[config.mk]
export PLATFORM = sky130hd
export DESIGN_NAME = conv_window_gen
export DESIGN_NICKNAME = d
export VERILOG_FILES = /design/src/rtl/conv_window_gen.sv
export SDC_FILE = /design/constraint.sdc
export NUM_CORES = 1
export LEC_CHECK = 0
export ABC_AREA = 1
export CAP_MARGIN = 40
export CORE_ASPECT_RATIO = 1.75
export CORE_MARGIN = 4
export CORE_UTILIZATION = 55
export CTS_CLUSTER_DIAMETER = 50
export DETAILED_ROUTE_END_ITERATION = 6
export GPL_ROUTABILITY_DRIVEN = 0
export PLACE_DENSITY = 0.76
export SKIP_CTS_REPAIR_TIMING = 1
export SKIP_LAST_GASP = 1
export SLEW_MARGIN = 10
export SYNTH_ARGS = -nofsm -noshare
export SYNTH_HDL_FRONTEND = slang
export SYNTH_SLANG_ARGS = --single-unit
[constraint.sdc]
create_clock -name clk -period 6.41 [get_ports clk]
set_clock_uncertainty 0.1 [all_clocks]
set_input_delay 1.282 -clock clk [delete_from_list [all_inputs] [get_ports clk]]
set_output_delay 1.282 -clock clk [all_outputs]
set_load 0.005 [all_outputs]
[src/rtl/conv_window_gen.sv]
// conv_window_gen: sliding 5x5 window generator for a single convolution PE.
// Takes a raster-order pixel stream and keeps the previous 4 rows in a line
// buffer. For every stride-1 position whose full 5x5 window lies inside the
// frame, it presents all 25 taps through a one-entry output register.
//
// Handshake: a transfer happens on a rising edge where valid && ready are
// both high. A producer holds valid and its data stable until that edge.
// A consumer may assert or drop ready at any time. in_ready depends
// combinationally on win_ready and on registered state only.
module conv_window_gen #(
    parameter int IMG_W  = 32,
    parameter int IMG_H  = 32,
    parameter int DATA_W = 8
) (
    input  logic                  clk,
    input  logic                  rst,
    input  logic                  start,
    input  logic [DATA_W-1:0]     in_pix,
    input  logic                  in_valid,
    output logic                  in_ready,
    output logic [25*DATA_W-1:0]  win_taps,
    output logic                  win_valid,
    input  logic                  win_ready,
    output logic                  busy,
    output logic                  frame_done,
    output logic [1:0]            dbg_state
);

    localparam int CW = $clog2(IMG_W);
    localparam int RW = $clog2(IMG_H);

    localparam logic [1:0] S_IDLE   = 2'd0;
    localparam logic [1:0] S_STREAM = 2'd1;
    localparam logic [1:0] S_DRAIN  = 2'd2;

    logic [1:0]          state;
    logic [CW-1:0]       col;
    logic [RW-1:0]       row;

    // lb[0] holds row r-4 and lb[3] holds row r-1 at each column.
    logic [DATA_W-1:0]   lb      [4][IMG_W];
    logic [DATA_W-1:0]   win     [5][5];
    logic [DATA_W-1:0]   win_nxt [5][5];
    logic [25*DATA_W-1:0] taps_nxt;

    logic accept;
    logic emit;
    logic last_col;
    logic last_row;

    assign accept   = in_valid && in_ready;
    assign last_col = (col == CW'(IMG_W - 1));
    assign last_row = (row == RW'(IMG_H - 1));
    // Only positions whose window sits fully inside the frame. c>=4 also
    // rules out windows that would straddle a row wrap.
    assign emit     = (row >= RW'(4)) && (col >= CW'(4));

    assign in_ready   = (state == S_STREAM) && (!win_valid || win_ready);
    assign busy       = (state != S_IDLE);
    assign frame_done = (state == S_DRAIN) && (!win_valid || win_ready);
    assign dbg_state  = state;

    // Next window: shift one column left, new right column from the line buffer plus in_pix.
    always_comb begin
        for (int r = 0; r < 5; r++) begin
            for (int c = 0; c < 4; c++) begin
                win_nxt[r][c] = win[r][c+1];
            end
            win_nxt[r][4] = (r < 4) ? lb[r][col] : in_pix;
        end
    end

    // Flatten the next window into tap order k = r*5 + c.
    always_comb begin
        taps_nxt = '0;
        for (int r = 0; r < 5; r++) begin
            for (int c = 0; c < 5; c++) begin
                taps_nxt[DATA_W*(r*5+c) +: DATA_W] = win_nxt[r][c];
            end
        end
    end

    // Line buffer column update on accept; contents are deliberately not reset.
    always_ff @(posedge clk) begin
        if (accept) begin
            lb[0][col] <= lb[1][col];
            lb[1][col] <= lb[2][col];
            lb[2][col] <= lb[3][col];
            lb[3][col] <= in_pix;
        end
    end

    // 5x5 shift register advances only on an accepted pixel.
    always_ff @(posedge clk) begin
        if (rst) begin
            for (int r = 0; r < 5; r++) begin
                for (int c = 0; c < 5; c++) begin
                    win[r][c] <= '0;
                end
            end
        end else if (accept) begin
            for (int r = 0; r < 5; r++) begin
                for (int c = 0; c < 5; c++) begin
                    win[r][c] <= win_nxt[r][c];
                end
            end
        end
    end

    // Output register: load on emitting accept, otherwise clear on handshake.
    always_ff @(posedge clk) begin
        if (rst) begin
            win_valid <= 1'b0;
            win_taps  <= '0;
        end else if (accept && emit) begin
            win_valid <= 1'b1;
            win_taps  <= taps_nxt;
        end else if (win_valid && win_ready) begin
            win_valid <= 1'b0;
        end
    end

    // Frame FSM and raster counters.
    always_ff @(posedge clk) begin
        if (rst) begin
            state <= S_IDLE;
            col   <= '0;
            row   <= '0;
        end else begin
            case (state)
                S_IDLE: begin
                    if (start) begin
                        state <= S_STREAM;
                        col   <= '0;
                        row   <= '0;
                    end
                end
                S_STREAM: begin
                    if (accept) begin
                        if (last_col) begin
                            col <= '0;
                            if (last_row) begin
                                row   <= '0;
                                state <= S_DRAIN;
                            end else begin
                                row <= row + RW'(1);
                            end
                        end else begin
                            col <= col + CW'(1);
                        end
                    end
                end
                S_DRAIN: begin
                    if (!win_valid || win_ready) begin
                        state <= S_IDLE;
                    end
                end
                default: state <= S_IDLE;
            endcase
        end
    end

endmodule

# --- Word-level counts from Yosys, hierarchy flattened ---
# Memory sizes are Yosys's and may differ from the RTL's.
# Index checks and enable logic that the tools add are counted.
totals:
  romBits: 0
  ramBits: 1224
  n_memories: 2
  out_inout_bits: 206
  latchBits: 0
  register_bits: 213
  elab_cells: 125
memory_table:
  columns: ["memory", "words", "word_bits", "read_ports", "rd_ports_with_merged_regs", "wr", "line", "text"]
  rows:
  - ["lb", 4, 256, 4, 0, 4, "41", "logic [DATA_W-1:0] lb [4][IMG_W];"]
  - ["win", 5, 40, 5, 0, 5, "42", "logic [DATA_W-1:0] win [5][5];"]
op_classes:
  shifts: 0
  reduce_logical: 16
  eq_ne: 9
  n_div: 0
  bitwise_logic: 26
  n_addsub: 2
  mux: 61
  multipliers: 0
  magnitude_cmp: 4
ops:
  columns: ["operator", "count"]
  rows:
  - ["8-bit 2-to-1 mux", 34]
  - ["256-bit 2-to-1 mux", 1]
  - ["8-bit binary-select mux with 5-bit select", 4]
  - ["8-bit demux with 5-bit select", 1]
  - ["5-bit 2-to-1 mux", 6]
  - ["1-bit bitwise OR", 25]
  - ["5-bit one-hot mux with 2 select lines", 2]
  - ["5-bit by 1-bit adder with 5-bit output, second input constant", 2]
  - ["5-bit == test, second input constant", 2]
  - ["5-bit by 3-bit >= comparator with 1-bit output, second input constant", 2]
  - ["2-bit 2-to-1 mux", 5]
  - ["2-bit inequality test, second input constant", 4]
  - ["1-bit logical AND", 7]
  - ["1-bit 2-to-1 mux", 7]
  - ["6-bit >= comparator, second input constant", 1]
  - ["6-bit by 1-bit < comparator with 1-bit output, second input constant", 1]
  - ["5-bit NOT with 6-bit output", 1]
  - ["2-bit one-hot mux with 3 select lines", 1]
  - ["2-bit nonzero test", 3]
  - ["5-bit AND reduction", 1]
  - ["4-bit AND reduction", 1]
  - ["3-bit AND reduction", 1]
  - ["2-bit by 1-bit == test with 1-bit output, second input constant", 1]
  - ["2-bit == test, second input constant", 1]
  - ["other kinds (4)", 4]

# --- Logic depth before layout (Yosys ltp) ---
depth:
  depth_word: 8
  depth_mapped: 15

# --- Least setup slack after synthesis ---
# No wires, ideal clock.
synth_path:
  path_type: "input-to-reg"
  from: "input rst"
  to: "memory win[0][0] in the netlist's numbering (enable)"
  setup_ns: 1.326
  cell_stages: 5
  path_buffers: 3
  path_slack_ns: 0.289
  arrival_ns: 4.695
  path_cell_list: "clkbuf_1 clkinv_1 clkbuf_1 buf_1 nand2_1"
synth_lines:
  columns: ["item", "line", "text"]
  rows:
  - ["start, declared", "16", "input logic rst,"]
  - ["end, declared", "42", null]

==> impl_table.tex <==
\begin{tabular}{lr}
\hline
Metric & Value \\
\hline
\multicolumn{2}{l}{\textbf{GRT}} \\
\quad Maximum number of pins on one net before global-route repair & 254 \\
\quad Global-route wire length before repair & 227000 um \\
\quad Antenna violations before repair & 3 \\
\quad Number of global-route vias before repair & 38497 \\
\quad Global route overflow & 0 \\
\quad GR Util All Layers & 27.2\% \\
\multicolumn{2}{l}{\textbf{Floorplanning}} \\
\quad Core footprint & 0.103 sq mm \\
\quad Total I/O pin count & 219 \\
\quad Initial core utilization & 55.5\% \\
\quad Width of the die & 252 um \\
\quad FP Rows & 156 \\
\quad Height of the die & 436 um \\
\quad Total die area & 0.110 sq mm \\
\multicolumn{2}{l}{\textbf{Synth}} \\
\quad Portion of synthesized cell area occupied by the leading cell type & 61.9\% \\
\quad Seq/Total Area, Yosys & 69.3\% \\
\quad Share of cell area taken by muxes after synthesis & 0\% \\
\quad Post-Synthesis Cells & 5749 \\
\quad Synthesized Nets & 5770 \\
\quad Adder and majority gate portion of the synthesized area & 0.174\% \\
\quad Basic-gate share of the synthesized area counting and, or, nand and nor cells & 18.7\% \\
\quad Post-synthesis area per instance & 10.0 sq um \\
\quad Xor and xnor area share after synthesis & 0\% \\
\quad Largest area contributor in the synthesized netlist & sky130\_fd\_sc\_hd\_\_edfxtp\_1 \\
\quad Total of flip-flops plus latches after synthesis & 1397 \\
\quad Synth warnings & 0 \\
\quad Largest family of logic cells by synthesized area & simple AND/OR/NAND/NOR gates \\
\quad Synthesized-area fraction occupied by ao, oa, aoi and oai cells & 3.57\% \\
\quad Cells taking the most area after synthesis & sky130\_fd\_sc\_hd\_\_edfxtp\_1, sky130\_fd\_sc\_hd\_\_nand2\_1, sky130\_fd\_sc\_hd\_\_dfxtp\_1, sky130\_fd\_sc\_hd\_\_inv\_1, sky130\_fd\_sc\_hd\_\_nand3\_1 \\
\quad Unique masters post-synth & 23 \\
\quad Cell area after technology mapping & 0.0575 sq mm \\
\multicolumn{2}{l}{\textbf{Critical path}} \\
\quad Cell seen most often among critical-path stages & sky130\_fd\_sc\_hd\_\_nand2\_1 \\
\quad Critical-path cell list & inv\_8 -> buf\_4 -> nand3\_1 -> nand2\_1 -> nand2\_1 -> nand2\_1 -> nor2\_1 -> nand2\_1 -> buf\_4 \\
\quad Required time at the endpoint of the critical path & 6.72 ns \\
\quad Critical path capture point type & flip-flop \\
\quad Maximum fanout along the worst path & 130 \\
\quad Largest delay share family, worst path & simple AND/OR/NAND/NOR gates \\
\quad Slowest stage cell, crit path & sky130\_fd\_sc\_hd\_\_dfxtp\_4 \\
\quad Data arrival at the endpoint of the critical path & 4.38 ns \\
\quad Critical path class & flip-flop to flip-flop \\
\quad Worst path buffer plus inverter count & 3 \\
\quad Launching element type of the critical path & flip-flop \\
\quad Max stage delay on crit path & 0.81 ns \\
\multicolumn{2}{l}{\textbf{Routing}} \\
\quad Wirelength, routed & 153000 um \\
\quad Antenna viol nets, final & 0 \\
\quad Via count & 39985 \\
\quad Number of optimization iterations in the first detailed-route pass & 6 \\
\quad Detail-routed via count per cell & 5.45 \\
\quad Final routed DRC violation total & 0 \\
\quad DR iter-0 viols & 4182 \\
\quad DR WL/cell & 20.9 um \\
\multicolumn{2}{l}{\textbf{Power and ir drop}} \\
\quad Max rail drop VDD & 0.344 mV \\
\quad Power density over the cells & 341 mW/mm\^{}2 \\
\quad Sequential share of power & 48.6\% \\
\quad Proportion of power drawn by the clock network & 30.0\% \\
\quad Total power draw & 0.0224 W \\
\quad Power share of the combinational group & 21.4\% \\
\quad Switching component of the power & 0.00692 W \\
\quad Pint & 0.0155 W \\
\quad Share of total power consumed by net switching & 30.9\% \\
\quad Static leakage & 27.7 nW \\
\multicolumn{2}{l}{\textbf{Timing}} \\
\quad Unrepaired setup endpoints after global routing & false \\
\quad Final number of setup-violating endpoints & 0 \\
\quad Max-slew violation total from the final report & 0 \\
\quad Post-layout min period & 4.06 ns \\
\quad Share of the clock period used by the worst path after layout & 63.4\% \\
\quad Relative slew slack & 25.1\% \\
\quad FMAX & 246 MHz \\
\quad Setup\_tns & 0 ns \\
\quad Slew @ Worst Pin & 1.12 ns \\
\quad Hold Violations, Final & 0 \\
\multicolumn{2}{l}{\textbf{Clocking}} \\
\quad CTS tree & built \\
\quad Clk slew on worst S/H paths & 0.07 ns \\
\quad Count of H-tree levels built during CTS & 3 \\
\quad Maximum root-to-sink buffer count & 3 \\
\quad Root buf cell & sky130\_fd\_sc\_hd\_\_clkbuf\_16 \\
\quad Clock latency of the later-clocked register in the worst-skew pair & 0.72 ns \\
\quad Total clock sinks & 1397 \\
\quad Number of buffers inserted during clock tree synthesis & 110 \\
\multicolumn{2}{l}{\textbf{Hold path}} \\
\quad Worst min-delay path class & flip-flop to flip-flop \\
\multicolumn{2}{l}{\textbf{Final layout}} \\
\quad Post-route standard cell area excluding fillers & 0.0656 sq mm \\
\quad Final cell utilization of the core & 63.4\% \\
\quad Fraction of layout cells with a size suffix above 1 & 5.43\% \\
\quad Post-synthesis to final-layout area growth & 14.2\% \\
\quad Total number of nets in the final design & 5920 \\
\multicolumn{2}{l}{\textbf{Placement}} \\
\quad Instance area at placement & 0.0621 sq mm \\
\quad IO buf count & 218 \\
\quad Post-detailed-placement half-perimeter wirelength & 97700 um \\
\multicolumn{2}{l}{\textbf{Flow run}} \\
\quad Number of violations of the max-capacitance limit & 0 \\
\multicolumn{2}{l}{\textbf{Outcome}} \\
\quad Outcome & complete, no violations \\
\hline
\end{tabular}
## cells in the mapped netlist, drive strengths merged
cell / number
o21ai: 236
dfxtp: 213
clkbuf: 165
nand3: 424
ha: 8
nand2: 1844
buf: 113
nor3b: 2
a21oi: 174
clkinv: 2
nor2: 413
edfxtp: 1184
nor3: 15
inv: 956
## per-stage QoR
| stage | setup slack, ns | hold WS (ns) | cells |
|---|---|---|---|
| after floorplan | 0.289 | 0.347 | 5749 |
| after global placement | 2.04 | 0.352 | 7084 |
| after detailed placement | 2.10 | 0.358 | 7129 |
| after CTS | 2.37 | 0.370 | 7330 |
| after global routing | 2.27 | 0.392 | 7332 |
| final | 2.35 | 0.371 | 7332 |
## cells in the final DEF, fill, tap and decap left out, types with 9 or more instances in the layout
master / netlist / routed
sky130_fd_sc_hd__nand2_1: 1844 / 1831
sky130_fd_sc_hd__edfxtp_1: 1184 / 1184
sky130_fd_sc_hd__inv_1: 952 / 951
sky130_fd_sc_hd__nand3_1: 423 / 423
sky130_fd_sc_hd__nor2_1: 411 / 378
sky130_fd_sc_hd__dfxtp_1: 213 / 211
sky130_fd_sc_hd__clkdlybuf4s50_1: 0 / 210
sky130_fd_sc_hd__o21ai_0: 202 / 202
sky130_fd_sc_hd__a21oi_1: 174 / 174
sky130_fd_sc_hd__clkbuf_16: 0 / 112
sky130_fd_sc_hd__buf_4: 2 / 44
sky130_fd_sc_hd__nor2_4: 0 / 34
sky130_fd_sc_hd__o21ai_1: 34 / 34
sky130_fd_sc_hd__buf_16: 0 / 34
sky130_fd_sc_hd__clkbuf_1: 165 / 24
sky130_fd_sc_hd__clkinv_1: 2 / 23
sky130_fd_sc_hd__buf_12: 0 / 19
sky130_fd_sc_hd__clkinv_2: 0 / 18
sky130_fd_sc_hd__nand2_2: 0 / 12
sky130_fd_sc_hd__bufinv_16: 0 / 9
## sequential cells by signal, indices dropped and copies added (netlist names)
signal     count
col            5
dbg_state      2
lb          1024
row            5
win          160
win_taps     200
win_valid      1
## power groups by stage
stage / Clock [W] / Sequential [W] / Combinational [W]
CTS: 0.00678 / 0.0109 / 0.00468
finish: 0.00672 / 0.0109 / 0.00478
floorplan: 0 / 0.0111 / 0.00270
detailed placement: 0 / 0.0111 / 0.00465
global route: 0.00715 / 0.0109 / 0.00513
global placement: 0 / 0.0111 / 0.00441
## cells by family (layout without fill, tap and decap cells)
logic type      count (synthesis)  count (layout)
simple gates                 2698            2698
buf+inv                      1236            1475
other cells                     0               1
compound gates                410             410
fa+ha+maj                       8               8
flops                        1397            1397
## final timing paths
kind                             start                        end  slack (ns)  cells after the start
max                col[1]$_SDFFE_PP0P_       lb[1][210]$_DFFE_PP_        2.35                      9
min          win[0][105]$_SDFFCE_PN0P_  win_taps[81]$_SDFFE_PP0P_        0.37                      2
max reg2reg        col[1]$_SDFFE_PP0P_       lb[1][210]$_DFFE_PP_        2.35                      9
min reg2reg  win[0][105]$_SDFFCE_PN0P_  win_taps[81]$_SDFFE_PP0P_        0.37                      2
## metal layers
layer / global-route usage, % / vias to the layer above / part of all wire [%]
met5: 0 / - / 0
met4: 17.2 / 0 / 7.3
met3: 4.92 / 523 / 8.7
met2: 47.0 / 2066 / 51
met1: 31.2 / 18860 / 33
li1: - / 18536 / -
## tightest hold or removal path: cells and delay by family (launching register included)
family	cells	cell delay, ns
and+or+nand+nor	2	0.12
DFF	1	0.32
## cell type report
| class | instances | area [sq um] |
|---|---|---|
| Clock inverter | 61 | 546 |
| Fill cell | 7642 | 37800 |
| Multi-Input combinational cell | 3116 | 13200 |
| Antenna cell | 1 | 2.50 |
| Tap cell | 1343 | 1680 |
| Sequential cell | 1397 | 39800 |
| Clock buffer | 140 | 2940 |
| Timing Repair Buffer | 316 | 3800 |
| Inverter | 958 | 3620 |
Power figures use the tool's default switching activity.
